### src/rtl/multi_band_centroid_pkg.sv
// Shared types and width helpers for the multi-band centroid block.
package centroid_pkg;

  typedef enum logic [1:0] {
    DS_IDLE = 2'd0,
    DS_LOAD = 2'd1,
    DS_DIV  = 2'd2,
    DS_DONE = 2'd3
  } div_state_t;

  typedef struct packed {
    logic [7:0]  idx;
    logic [15:0] cx;
    logic        lost;
  } band_result_t;

  function automatic int cx_w(input int img_w);
    return $clog2(img_w) + 1;
  endfunction

  function automatic int sw_w(input int wgt_w, input int img_w, input int band_h);
    return wgt_w + $clog2(img_w * band_h);
  endfunction

  function automatic int sxw_w(input int sw, input int img_w);
    return sw + $clog2(img_w);
  endfunction

endpackage

### src/rtl/multi_band_centroid_if.sv
// Pixel-in / band-result bus of the multi-band centroid.
interface multi_band_centroid_if #(
  parameter int IMG_W     = 640,
  parameter int PIX_W     = 4,
  parameter int NUM_BANDS = 4
);
  localparam int CX_W = $clog2(IMG_W) + 1;
  localparam int BI_W = (NUM_BANDS > 1) ? $clog2(NUM_BANDS) : 1;

  logic [PIX_W-1:0]     pixel_in;
  logic                 in_ready;
  logic                 band_valid;
  logic [BI_W-1:0]      band_idx;
  logic [CX_W-1:0]      centroid_x;
  logic                 band_lost;
  logic                 frame_done;
  logic [NUM_BANDS-1:0] lost_mask;

  modport master (output pixel_in, in_ready,
                  input  band_valid, band_idx, centroid_x, band_lost, frame_done, lost_mask);
  modport slave  (input  pixel_in, in_ready,
                  output band_valid, band_idx, centroid_x, band_lost, frame_done, lost_mask);
endinterface

### src/rtl/multi_band_centroid_seq_divider.sv
// Restoring divider, one quotient bit per cycle; done is high for the single DONE cycle.
module seq_divider
  import centroid_pkg::*;
#(
  parameter int DD_W = 13,
  parameter int DS_W = 9,
  parameter int Q_W  = 5
) (
  input  logic            clk,
  input  logic            rst,
  input  logic            i_start,
  input  logic [DD_W-1:0] i_dividend,
  input  logic [DS_W-1:0] i_divisor,
  output logic            o_done,
  output logic [Q_W-1:0]  o_quot
);
  localparam int R_W = DS_W + 1;
  localparam int C_W = $clog2(Q_W + 1);

  div_state_t      r_state;
  logic [DD_W-1:0] r_dvd;
  logic [DS_W-1:0] r_dvs;
  logic [R_W-1:0]  r_rem;
  logic [Q_W-1:0]  r_q;
  logic [C_W-1:0]  r_cnt;
  logic [R_W-1:0]  w_trial;
  logic            w_qbit;

  // Quotient fits Q_W bits, so the dividend bits above Q_W seed the remainder directly.
  assign w_trial = {r_rem[R_W-2:0], r_q[Q_W-1]};
  assign w_qbit  = w_trial >= {1'b0, r_dvs};

  always_ff @(posedge clk) begin
    if (rst) begin
      r_state <= DS_IDLE;
      r_dvd   <= '0;
      r_dvs   <= '0;
      r_rem   <= '0;
      r_q     <= '0;
      r_cnt   <= '0;
    end else begin
      case (r_state)
        DS_IDLE: if (i_start) begin
          r_dvd   <= i_dividend;
          r_dvs   <= i_divisor;
          r_state <= DS_LOAD;
        end
        DS_LOAD: begin
          r_rem   <= R_W'(r_dvd >> Q_W);
          r_q     <= r_dvd[Q_W-1:0];
          r_cnt   <= '0;
          r_state <= DS_DIV;
        end
        DS_DIV: begin
          r_rem <= w_qbit ? (w_trial - {1'b0, r_dvs}) : w_trial;
          r_q   <= {r_q[Q_W-2:0], w_qbit};
          r_cnt <= r_cnt + C_W'(1);
          if (r_cnt == C_W'(Q_W - 1)) r_state <= DS_DONE;
        end
        DS_DONE: r_state <= DS_IDLE;
        default: r_state <= DS_IDLE;
      endcase
    end
  end

  assign o_done = (r_state == DS_DONE);
  assign o_quot = r_q;
endmodule

### src/rtl/multi_band_centroid.sv
// Per-band intensity-weighted horizontal centroid over the bottom NUM_BANDS*BAND_H rows.
// Define CENTROID_WEIGHTED_EN for intensity weights; binary weights otherwise.
module multi_band_centroid
  import centroid_pkg::*;
#(
  parameter int IMG_W     = 640,
  parameter int IMG_H     = 480,
  parameter int PIX_W     = 4,
  parameter int NUM_BANDS = 4,
  parameter int BAND_H    = 15,
  parameter int THRESHOLD = 0,
  parameter int MIN_COUNT = 1
) (
  input logic clk,
  input logic rst,
  multi_band_centroid_if.slave bus
);
  localparam int CX_W = cx_w(IMG_W);
`ifdef CENTROID_WEIGHTED_EN
  localparam int WGT_W = PIX_W;
`else
  localparam int WGT_W = 1;
`endif
  localparam int SW_W    = sw_w(WGT_W, IMG_W, BAND_H);
  localparam int SXW_W   = sxw_w(SW_W, IMG_W);
  localparam int X_W     = $clog2(IMG_W);
  localparam int Y_W     = (IMG_H > 1) ? $clog2(IMG_H) : 1;
  localparam int BI_W    = (NUM_BANDS > 1) ? $clog2(NUM_BANDS) : 1;
  localparam int RB_W    = (BAND_H > 1) ? $clog2(BAND_H) : 1;
  localparam int ROI_TOP = IMG_H - NUM_BANDS * BAND_H;

  if (NUM_BANDS * BAND_H > IMG_H) begin : g_chk_roi
    $error("bands do not fit in the frame");
  end
  if (BAND_H < 1) begin : g_chk_bh
    $error("BAND_H must be at least 1");
  end
  if (IMG_W < CX_W + 3) begin : g_chk_w
    $error("rows too short for the divider to finish between bands");
  end

  logic [X_W-1:0]       r_x;
  logic [Y_W-1:0]       r_y;
  logic [RB_W-1:0]      r_brow;
  logic [BI_W-1:0]      r_band;
  logic [SW_W-1:0]      r_sw;
  logic [SXW_W-1:0]     r_sxw;
  band_result_t         r_pend, r_res;
  logic                 r_valid, r_fdone;
  logic [NUM_BANDS-1:0] r_lost_acc, r_lost_mask;

  logic                 w_in_roi, w_close, w_above, w_div_done, w_last;
  logic [WGT_W-1:0]     w_w;
  logic [SW_W-1:0]      w_sw_nxt;
  logic [SXW_W-1:0]     w_sxw_nxt;
  logic [CX_W-1:0]      w_quot;
  logic [NUM_BANDS-1:0] w_lost_acc_nxt;
  logic                 w_unused;

  assign w_in_roi = r_y >= Y_W'(ROI_TOP);
  assign w_close  = bus.in_ready && w_in_roi && (r_x == X_W'(IMG_W - 1)) &&
                    (r_brow == RB_W'(BAND_H - 1));
  assign w_above  = bus.pixel_in > PIX_W'(THRESHOLD);
`ifdef CENTROID_WEIGHTED_EN
  assign w_w = w_above ? bus.pixel_in : '0;
`else
  assign w_w = w_above;
`endif
  assign w_sw_nxt  = r_sw + SW_W'(w_w);
  assign w_sxw_nxt = r_sxw + SXW_W'(r_x) * SXW_W'(w_w);

  always_ff @(posedge clk) begin
    if (rst) begin
      r_x    <= '0;
      r_y    <= '0;
      r_brow <= '0;
      r_band <= '0;
    end else if (bus.in_ready) begin
      if (r_x == X_W'(IMG_W - 1)) begin
        r_x <= '0;
        r_y <= (r_y == Y_W'(IMG_H - 1)) ? '0 : r_y + Y_W'(1);
        if (w_in_roi) begin
          if (r_brow == RB_W'(BAND_H - 1)) begin
            r_brow <= '0;
            r_band <= (r_band == BI_W'(NUM_BANDS - 1)) ? '0 : r_band + BI_W'(1);
          end else begin
            r_brow <= r_brow + RB_W'(1);
          end
        end
      end else begin
        r_x <= r_x + X_W'(1);
      end
    end
  end

  // The closing pixel goes straight to the divider; the sums restart at zero.
  always_ff @(posedge clk) begin
    if (rst) begin
      r_sw   <= '0;
      r_sxw  <= '0;
      r_pend <= '0;
    end else if (bus.in_ready && w_in_roi) begin
      if (w_close) begin
        r_sw        <= '0;
        r_sxw       <= '0;
        r_pend.idx  <= 8'(r_band);
        r_pend.lost <= w_sw_nxt < SW_W'(MIN_COUNT);
      end else begin
        r_sw  <= w_sw_nxt;
        r_sxw <= w_sxw_nxt;
      end
    end
  end

  seq_divider #(.DD_W(SXW_W), .DS_W(SW_W), .Q_W(CX_W)) u_div (
    .clk        (clk),
    .rst        (rst),
    .i_start    (w_close),
    .i_dividend (w_sxw_nxt),
    .i_divisor  (w_sw_nxt),
    .o_done     (w_div_done),
    .o_quot     (w_quot)
  );

  assign w_last         = r_pend.idx == 8'(NUM_BANDS - 1);
  assign w_lost_acc_nxt = r_lost_acc | (NUM_BANDS'(r_pend.lost) << r_pend.idx);

  always_ff @(posedge clk) begin
    if (rst) begin
      r_valid     <= 1'b0;
      r_fdone     <= 1'b0;
      r_res       <= '0;
      r_lost_acc  <= '0;
      r_lost_mask <= '0;
    end else begin
      r_valid <= w_div_done;
      r_fdone <= w_div_done && w_last;
      if (w_div_done) begin
        r_res.idx  <= r_pend.idx;
        r_res.lost <= r_pend.lost;
        r_res.cx   <= r_pend.lost ? '0 : 16'(w_quot);
        if (w_last) begin
          r_lost_mask <= w_lost_acc_nxt;
          r_lost_acc  <= '0;
        end else begin
          r_lost_acc  <= w_lost_acc_nxt;
        end
      end
    end
  end

  assign bus.band_valid = r_valid;
  assign bus.band_idx   = r_res.idx[BI_W-1:0];
  assign bus.centroid_x = r_res.cx[CX_W-1:0];
  assign bus.band_lost  = r_res.lost;
  assign bus.frame_done = r_fdone;
  assign bus.lost_mask  = r_lost_mask;
  assign w_unused       = ^{r_res, r_pend};
endmodule
### src/flat_wrapper.sv
// flat-port wrapper written by rule: the top's interface ports become plain ports
module multi_band_centroid_flat import centroid_pkg::*;
#(
  parameter int IMG_W     = 640,
  parameter int IMG_H     = 480,
  parameter int PIX_W     = 4,
  parameter int NUM_BANDS = 4,
  parameter int BAND_H    = 15,
  parameter int THRESHOLD = 0,
  parameter int MIN_COUNT = 1
)
  (clk, rst, bus_pixel_in, bus_in_ready, bus_band_valid, bus_band_idx, bus_centroid_x, bus_band_lost, bus_frame_done, bus_lost_mask);
  multi_band_centroid_if #(.IMG_W(IMG_W), .PIX_W(PIX_W), .NUM_BANDS(NUM_BANDS)) bus_i ();
  input logic clk;
  input logic rst;
  input wire logic [$bits(bus_i.pixel_in)-1:0] bus_pixel_in;
  input wire logic [$bits(bus_i.in_ready)-1:0] bus_in_ready;
  output wire logic [$bits(bus_i.band_valid)-1:0] bus_band_valid;
  output wire logic [$bits(bus_i.band_idx)-1:0] bus_band_idx;
  output wire logic [$bits(bus_i.centroid_x)-1:0] bus_centroid_x;
  output wire logic [$bits(bus_i.band_lost)-1:0] bus_band_lost;
  output wire logic [$bits(bus_i.frame_done)-1:0] bus_frame_done;
  output wire logic [$bits(bus_i.lost_mask)-1:0] bus_lost_mask;
  assign bus_i.pixel_in = bus_pixel_in;
  assign bus_i.in_ready = bus_in_ready;
  assign bus_band_valid = bus_i.band_valid;
  assign bus_band_idx = bus_i.band_idx;
  assign bus_centroid_x = bus_i.centroid_x;
  assign bus_band_lost = bus_i.band_lost;
  assign bus_frame_done = bus_i.frame_done;
  assign bus_lost_mask = bus_i.lost_mask;
  multi_band_centroid #(.IMG_W(IMG_W), .IMG_H(IMG_H), .PIX_W(PIX_W), .NUM_BANDS(NUM_BANDS), .BAND_H(BAND_H), .THRESHOLD(THRESHOLD), .MIN_COUNT(MIN_COUNT)) u_core (.clk(clk), .rst(rst), .bus(bus_i));
endmodule
### config.mk
export PLATFORM = sky130hd
export DESIGN_NAME = multi_band_centroid_flat
export DESIGN_NICKNAME = d
export VERILOG_FILES = /design/src/rtl/multi_band_centroid_pkg.sv /design/src/rtl/multi_band_centroid_if.sv /design/src/rtl/multi_band_centroid_seq_divider.sv /design/src/rtl/multi_band_centroid.sv /design/src/flat_wrapper.sv
export SDC_FILE = /design/constraint.sdc
export NUM_CORES = 1
export LEC_CHECK = 0
export CAP_MARGIN = 20
export CORE_MARGIN = 2
export CORE_UTILIZATION = 38
export DETAILED_ROUTE_END_ITERATION = 6
export HOLD_SLACK_MARGIN = 0.1
export PLACE_DENSITY = 0.55
export SLEW_MARGIN = 20
export SYNTH_ARGS = -nofsm -noshare
export SYNTH_HDL_FRONTEND = slang
export SYNTH_SLANG_ARGS = --single-unit
### constraint.sdc
create_clock -name clk -period 4.55 [get_ports clk]
set_input_delay 0.91 -clock clk [delete_from_list [all_inputs] [get_ports clk]]
set_output_delay 0.91 -clock clk [all_outputs]
set_load 0.03 [all_outputs]
# Word-level counts from Yosys, hierarchy flattened
# Index checks and enable logic that the tools add are counted.
[op_classes]
addsub = 8
n_mul = 1
order_cmp = 4
eq_ne = 11
shift = 1
n_mux = 15
n_bitwise = 1
n_reduce_logical = 13
[op_table]
columns = ["operator", "count"]
rows = [
  ["$mux 15", 2],
  ["$pmux 15 s2", 1],
  ["$add 25x11->25", 1],
  ["$mux 25", 1],
  ["$pmux 11 s2", 1],
  ["$ge 16x15->1", 1],
  ["$add 15x1->15", 1],
  ["$lt 15x1->1 const B", 1],
  ["$sub 15x15->15", 1],
  ["$mul 10x1->11", 1],
  ["$mux 11", 1],
  ["$add 10x1->10 const B", 1],
  ["$eq 10x10->1 const B", 1],
  ["$mux 10", 1],
  ["$reduce_and 2->1", 5],
  ["$add 9x1->9 const B", 1],
  ["$eq 9x9->1 const B", 1],
  ["$ge 9x9->1 const B", 1],
  ["$mux 9", 1],
  ["$add 4x1->4 const B", 2],
  ["$eq 2x2->1 const B", 4],
  ["$eq 4x4->1 const B", 2],
  ["$mux 4", 2],
  ["$pmux 2 s4", 1],
  ["13 further kinds", 19],
]
[totals]
reg_bits = 164
input_bits = 7
out_inout_bits = 20
elab_cells = 75

# Logic depth before layout (Yosys ltp)
[depth]
ltp_word = 6
depth_mapped = 12
ltp_nobuf = 11

# By module
# From an unflattened synthesis, not the netlist that was laid out.
[hier_totals]
hier_cells = 1082
area_unflattened_um2 = 8628.3
[modules_own_cells]
columns = ["mod", "n_inst", "cells_each", "area_each_um2"]
rows = [
  ["multi_band_centroid", 1, 598, 4832.1],
  ["seq_divider", 1, 484, 3796.1],
]

# Worst setup path before layout
# OpenSTA, ideal clock, no wires.
[synth_path]
path_type = "input to register"
startpoint = "in bus_pixel_in[0]"
endpoint = "reg u_core.u_div.r_dvd[20]"
setup_time_ns = 0.116
t_arrival_ns = 3.370
setup_slack_ns = 1.064
path_stages = 12
n_path_buf = 2
path_cell_list = "nor4_1 -> clkbuf_1 -> nor2b_1 -> ha_1 -> and2_2 -> nand3_1 -> or3_4 -> a41oi_4 -> buf_6 -> nand3_1 -> xnor2_1 -> o211a_1"
[synth_between]
elab_chain_cells = 3
[synth_rtl]
columns = ["element", "line", "rtl"]
rows = [
  ["from (decl)", "flat_wrapper.sv:16", "input wire logic [$bits(bus_i.pixel_in)-1:0] bus_pixel_in;"],
  ["$gt 4x1->1", "multi_band_centroid.sv:63", "assign w_above = bus.pixel_in > PIX_W'(THRESHOLD);"],
  ["$mul 10x1->11", "multi_band_centroid.sv:70", "assign w_sxw_nxt = r_sxw + SXW_W'(r_x) * SXW_W'(w_w);"],
  ["$add 25x11->25", "multi_band_centroid.sv:70", ""],
  ["to (signal assigned)", "multi_band_centroid_seq_divider.sv:44", "r_dvd <= i_dividend;"],
  ["to (decl)", "multi_band_centroid_seq_divider.sv:21", "logic [DD_W-1:0] r_dvd;"],
]
# Every way passes these cells.
# A chain may end at the register's enable or synchronous reset.

# Worst setup path in the final report
[layout_path]
startpoint = "in bus_pixel_in[0]"
endpoint = "reg u_core.r_sxw[16]"
[layout_between]
elab_chain_cells = 4
[layout_rtl]
columns = ["element", "line", "rtl"]
rows = [
  ["$gt 4x1->1", "multi_band_centroid.sv:63", ""],
  ["$mul 10x1->11", "multi_band_centroid.sv:70", ""],
  ["$add 25x11->25", "multi_band_centroid.sv:70", ""],
  ["$mux 25", "multi_band_centroid.sv:103", "if (w_close) begin"],
  ["to (signal assigned)", "multi_band_centroid.sv:110", "r_sxw <= w_sxw_nxt;"],
  ["to (decl)", "multi_band_centroid.sv:47", "logic [SXW_W-1:0] r_sxw;"],
]
# Every way passes these cells.

==> out/summary.txt <==
VDD IR max: 0.204 mV
Rows: 55
Mapped Avg Cell Area: 8.27 um2
Unique masters post-synth: 74
final hold viol count: 0
CP Launch Type: input pin
Max Freq: 266 MHz
Skew-Pair Late Insertion Delay: 0.43 ns
largest net degree at the start of global routing: 137
vias in the first global route: 6,832
Die Wd: 154 um
Clk pin slew, worst setup/hold paths: 0.08 ns
Worst Setup SP: bus_pixel_in[0]
Detailed Route WL: 20,600 um
first-pass GRT wire length: 34,900 um
final setup fails: 0
GP Congestion: 0.827
Final Non-Filler Cells: 1,334
CTS Hold Buffers Added: 0
post-synthesis sequential area ratio: 38.2%
Residual DRC: 0
min-delay src: u_core.r_lost_acc[1]$_SDFFE_PP0P_
syn_nets: 1,087
Sequential cell area: 0.00328 mm2
CP arrival: 4.13 ns
critical-path maximum fanout: 15
global route overflow: 0
period utilization: 82.7%
Pwr Density: 301 mW/mm2
initial antenna violation count: 1
Bufs on Longest Clock Path: 2
core area: 0.0224 mm2
clock tree root driver cell: clkbuf_16
post-synth design cell area: 0.00861 mm2
hold_ws: 0.455 ns
MaxCap Viol Count: 0
worst-margin pin slew: 1.01 ns
Syn Inst Count: 1,041
area grow syn2layout: 12.2%
Tmin final: 3.76 ns
clock tree from TritonCTS: done
initial core utilization: 38.4%
most frequent cells after synthesis: dfxtp_1, nor2_1, a21oi_1
Wirelength per Cell: 15.4 um
EDFF count, synth: 0
Worst Skew: 0.0132 ns
leakage power: 0.00350 uW
CTS Buf Count: 17
vias post-DR: 7,214
unrepaired setup endpoints after global routing: false
nets: 1,082
hpwl dp: 14,200 um
critical path class: input pin to register
GRT Overall Usage: 17.9%
Die Ht: 154 um
Final ANT Viol Nets: 0
leading area contributor after synthesis: dfxtp_1
Synth area leaders: dfxtp_1, nor2_1, ha_1
count leader, synth: dfxtp_1
number of port buffers: 26
Yosys top cell area share: 38.2%
fill cell count: 2,253
Slew Viols, Final: 0
relative slew slack: 32.8%
Crit. End Element: register
Diodes inserted: 0
# IOs: 27
YS warnings: 0
R2R Path Start: u_core.r_x[0]$_SDFFE_PP0P_
Sum Neg Setup Slack: 0 ns
Vias/cell: 5.41
placed insts: 1,302
Worst Path Required: 4.92 ns
multi-input logic area: 0.00490 mm2
share of cells above drive strength 1: 7.05%
DRT Pass-1 Iters: 5
setup bufs post-CTS: 0
hold crit path type: register to register
H-tree depth: 4
Clock Sink Count: 164
ys async rst share: 0%
# resized after CTS: 0
outcome: finished clean
Die Footprint: 0.0239 mm2
DRC marker count from the first detailed-route iteration: 436
synthesized flop and latch total: 164
Synth Flop Type: dfxtp_1
-- state kept, by name, indices dropped and copies added (netlist names), 2 cells and up --
| register | flops |
|---|---|
| u_core.r_x | 10 |
| u_core.bus.band_idx | 2 |
| u_core.u_div.r_cnt | 4 |
| u_core.r_y | 9 |
| u_core.bus.centroid_x | 11 |
| u_core.r_lost_acc | 4 |
| u_core.u_div.r_dvd | 25 |
| u_core.r_band | 2 |
| u_core.u_div.r_dvs | 15 |
| u_core.u_div.o_quot | 11 |
| u_core.r_pend | 3 |
| u_core.r_brow | 4 |
| u_core.bus.lost_mask | 4 |
| u_core.u_div.r_state | 2 |
| u_core.r_sw | 15 |
| u_core.u_div.r_rem | 15 |
| u_core.r_sxw | 25 |
-- through the flow --
step	setup WS (ns)	power [uW]	instance area (um2)	util, %
after floorplan	1.06	1500	8610	-
after global placement	0.372	1520	9070	40.4
after detailed placement	0.299	1520	9070	40.4
after CTS	0.766	2940	9660	43.0
after global routing	0.506	3010	9660	43.0
final	0.787	2910	9660	43.0
-- routing by layer --
| metal | part of all wire (%) | wire length, um | GRT usage, % |
|---|---|---|---|
| met5 | 0 | 0 | 0 |
| met4 | 0.92 | 189 | 4.45 |
| met3 | 2.8 | 570 | 2.80 |
| met2 | 45 | 9330 | 28.3 |
| met1 | 51 | 10500 | 25.5 |
-- cells in the final DEF, fill, tap and decap left out, drive strengths merged, types with 3 or more instances in the layout --
master	Yosys	final
o21a	10	10
clkdlybuf4s50	0	25
o211ai	3	3
buf	27	17
nor2	134	134
clkinv	1	7
and3	21	21
or3	17	17
inv	36	44
ha	37	37
a211oi	44	44
o31a	3	3
dfxtp	164	164
a22o	5	5
a21o	8	8
clkbuf	39	17
or2	3	3
a41oi	3	3
nor3	20	20
xor2	32	32
o22ai	9	9
a22oi	10	10
mux2i	21	21
nor4	3	3
and4	4	4
nand2	78	78
nand3b	6	6
nand2b	6	6
a21oi	87	87
a31oi	15	15
xnor2	27	27
o31ai	9	9
nand4	16	16
o21ai	45	45
a31o	3	3
nor2b	28	28
nand3	37	37
and2	5	5
-- cell type report --
cell class | instances | share of cell area (%)
flip-flops and latches | 164 | 34.0
clock buffers | 17 | 4.41
multi-input cells | 774 | 50.7
repair buffers | 42 | 4.04
well taps | 285 | 3.69
inverters | 37 | 1.44
clock inverters | 15 | 1.70
-- final timing paths --
kind                                                              to  slack (ns)  depth (start not counted)
worst max-delay path                   u_core.r_sxw[16]$_SDFFE_PP0P_        0.79                         12
worst min register to register  u_core.bus.lost_mask[1]$_SDFFE_PP0P_        0.45                          2
worst max register to register         u_core.r_sxw[16]$_SDFFE_PP0P_        1.70                         10
worst min-delay path            u_core.bus.lost_mask[1]$_SDFFE_PP0P_        0.45                          2
-- kinds of logic (layout without fill, tap and decap cells) --
kind of cell | after synthesis | count (layout) | share of synthesized area, %
and+or+nand+nor | 385 | 385 | 22.2
AOI/OAI and AO/OA | 269 | 269 | 20.2
DFF | 164 | 164 | 38.2
buffers and inverters | 103 | 111 | 5.02
xor gates and xnor gates | 59 | 59 | 6.00
adders and majority gates | 39 | 39 | 5.84
muxes | 22 | 22 | 2.57
-- power by group --
group          internal (uW)  total (uW)  switching (uW)
Combinational           14.2        49.9            35.7
Sequential              1440        1440            2.06
Clock                    738        1420             684
Total                   2190        2910             722
-- critical path: stages --
cell and delay [ns]:
clkdlybuf4s50_1 0.41, nor4_2 0.30, buf_4 0.23, nor2b_1 0.06, ha_1 0.37, and2_2 0.22
nand3_1 0.08, or3_4 0.35, a41oi_4 0.47, nand4_1 0.26, or3_1 0.39, o21ai_0 0.07
Power figures use the tool's default switching activity.
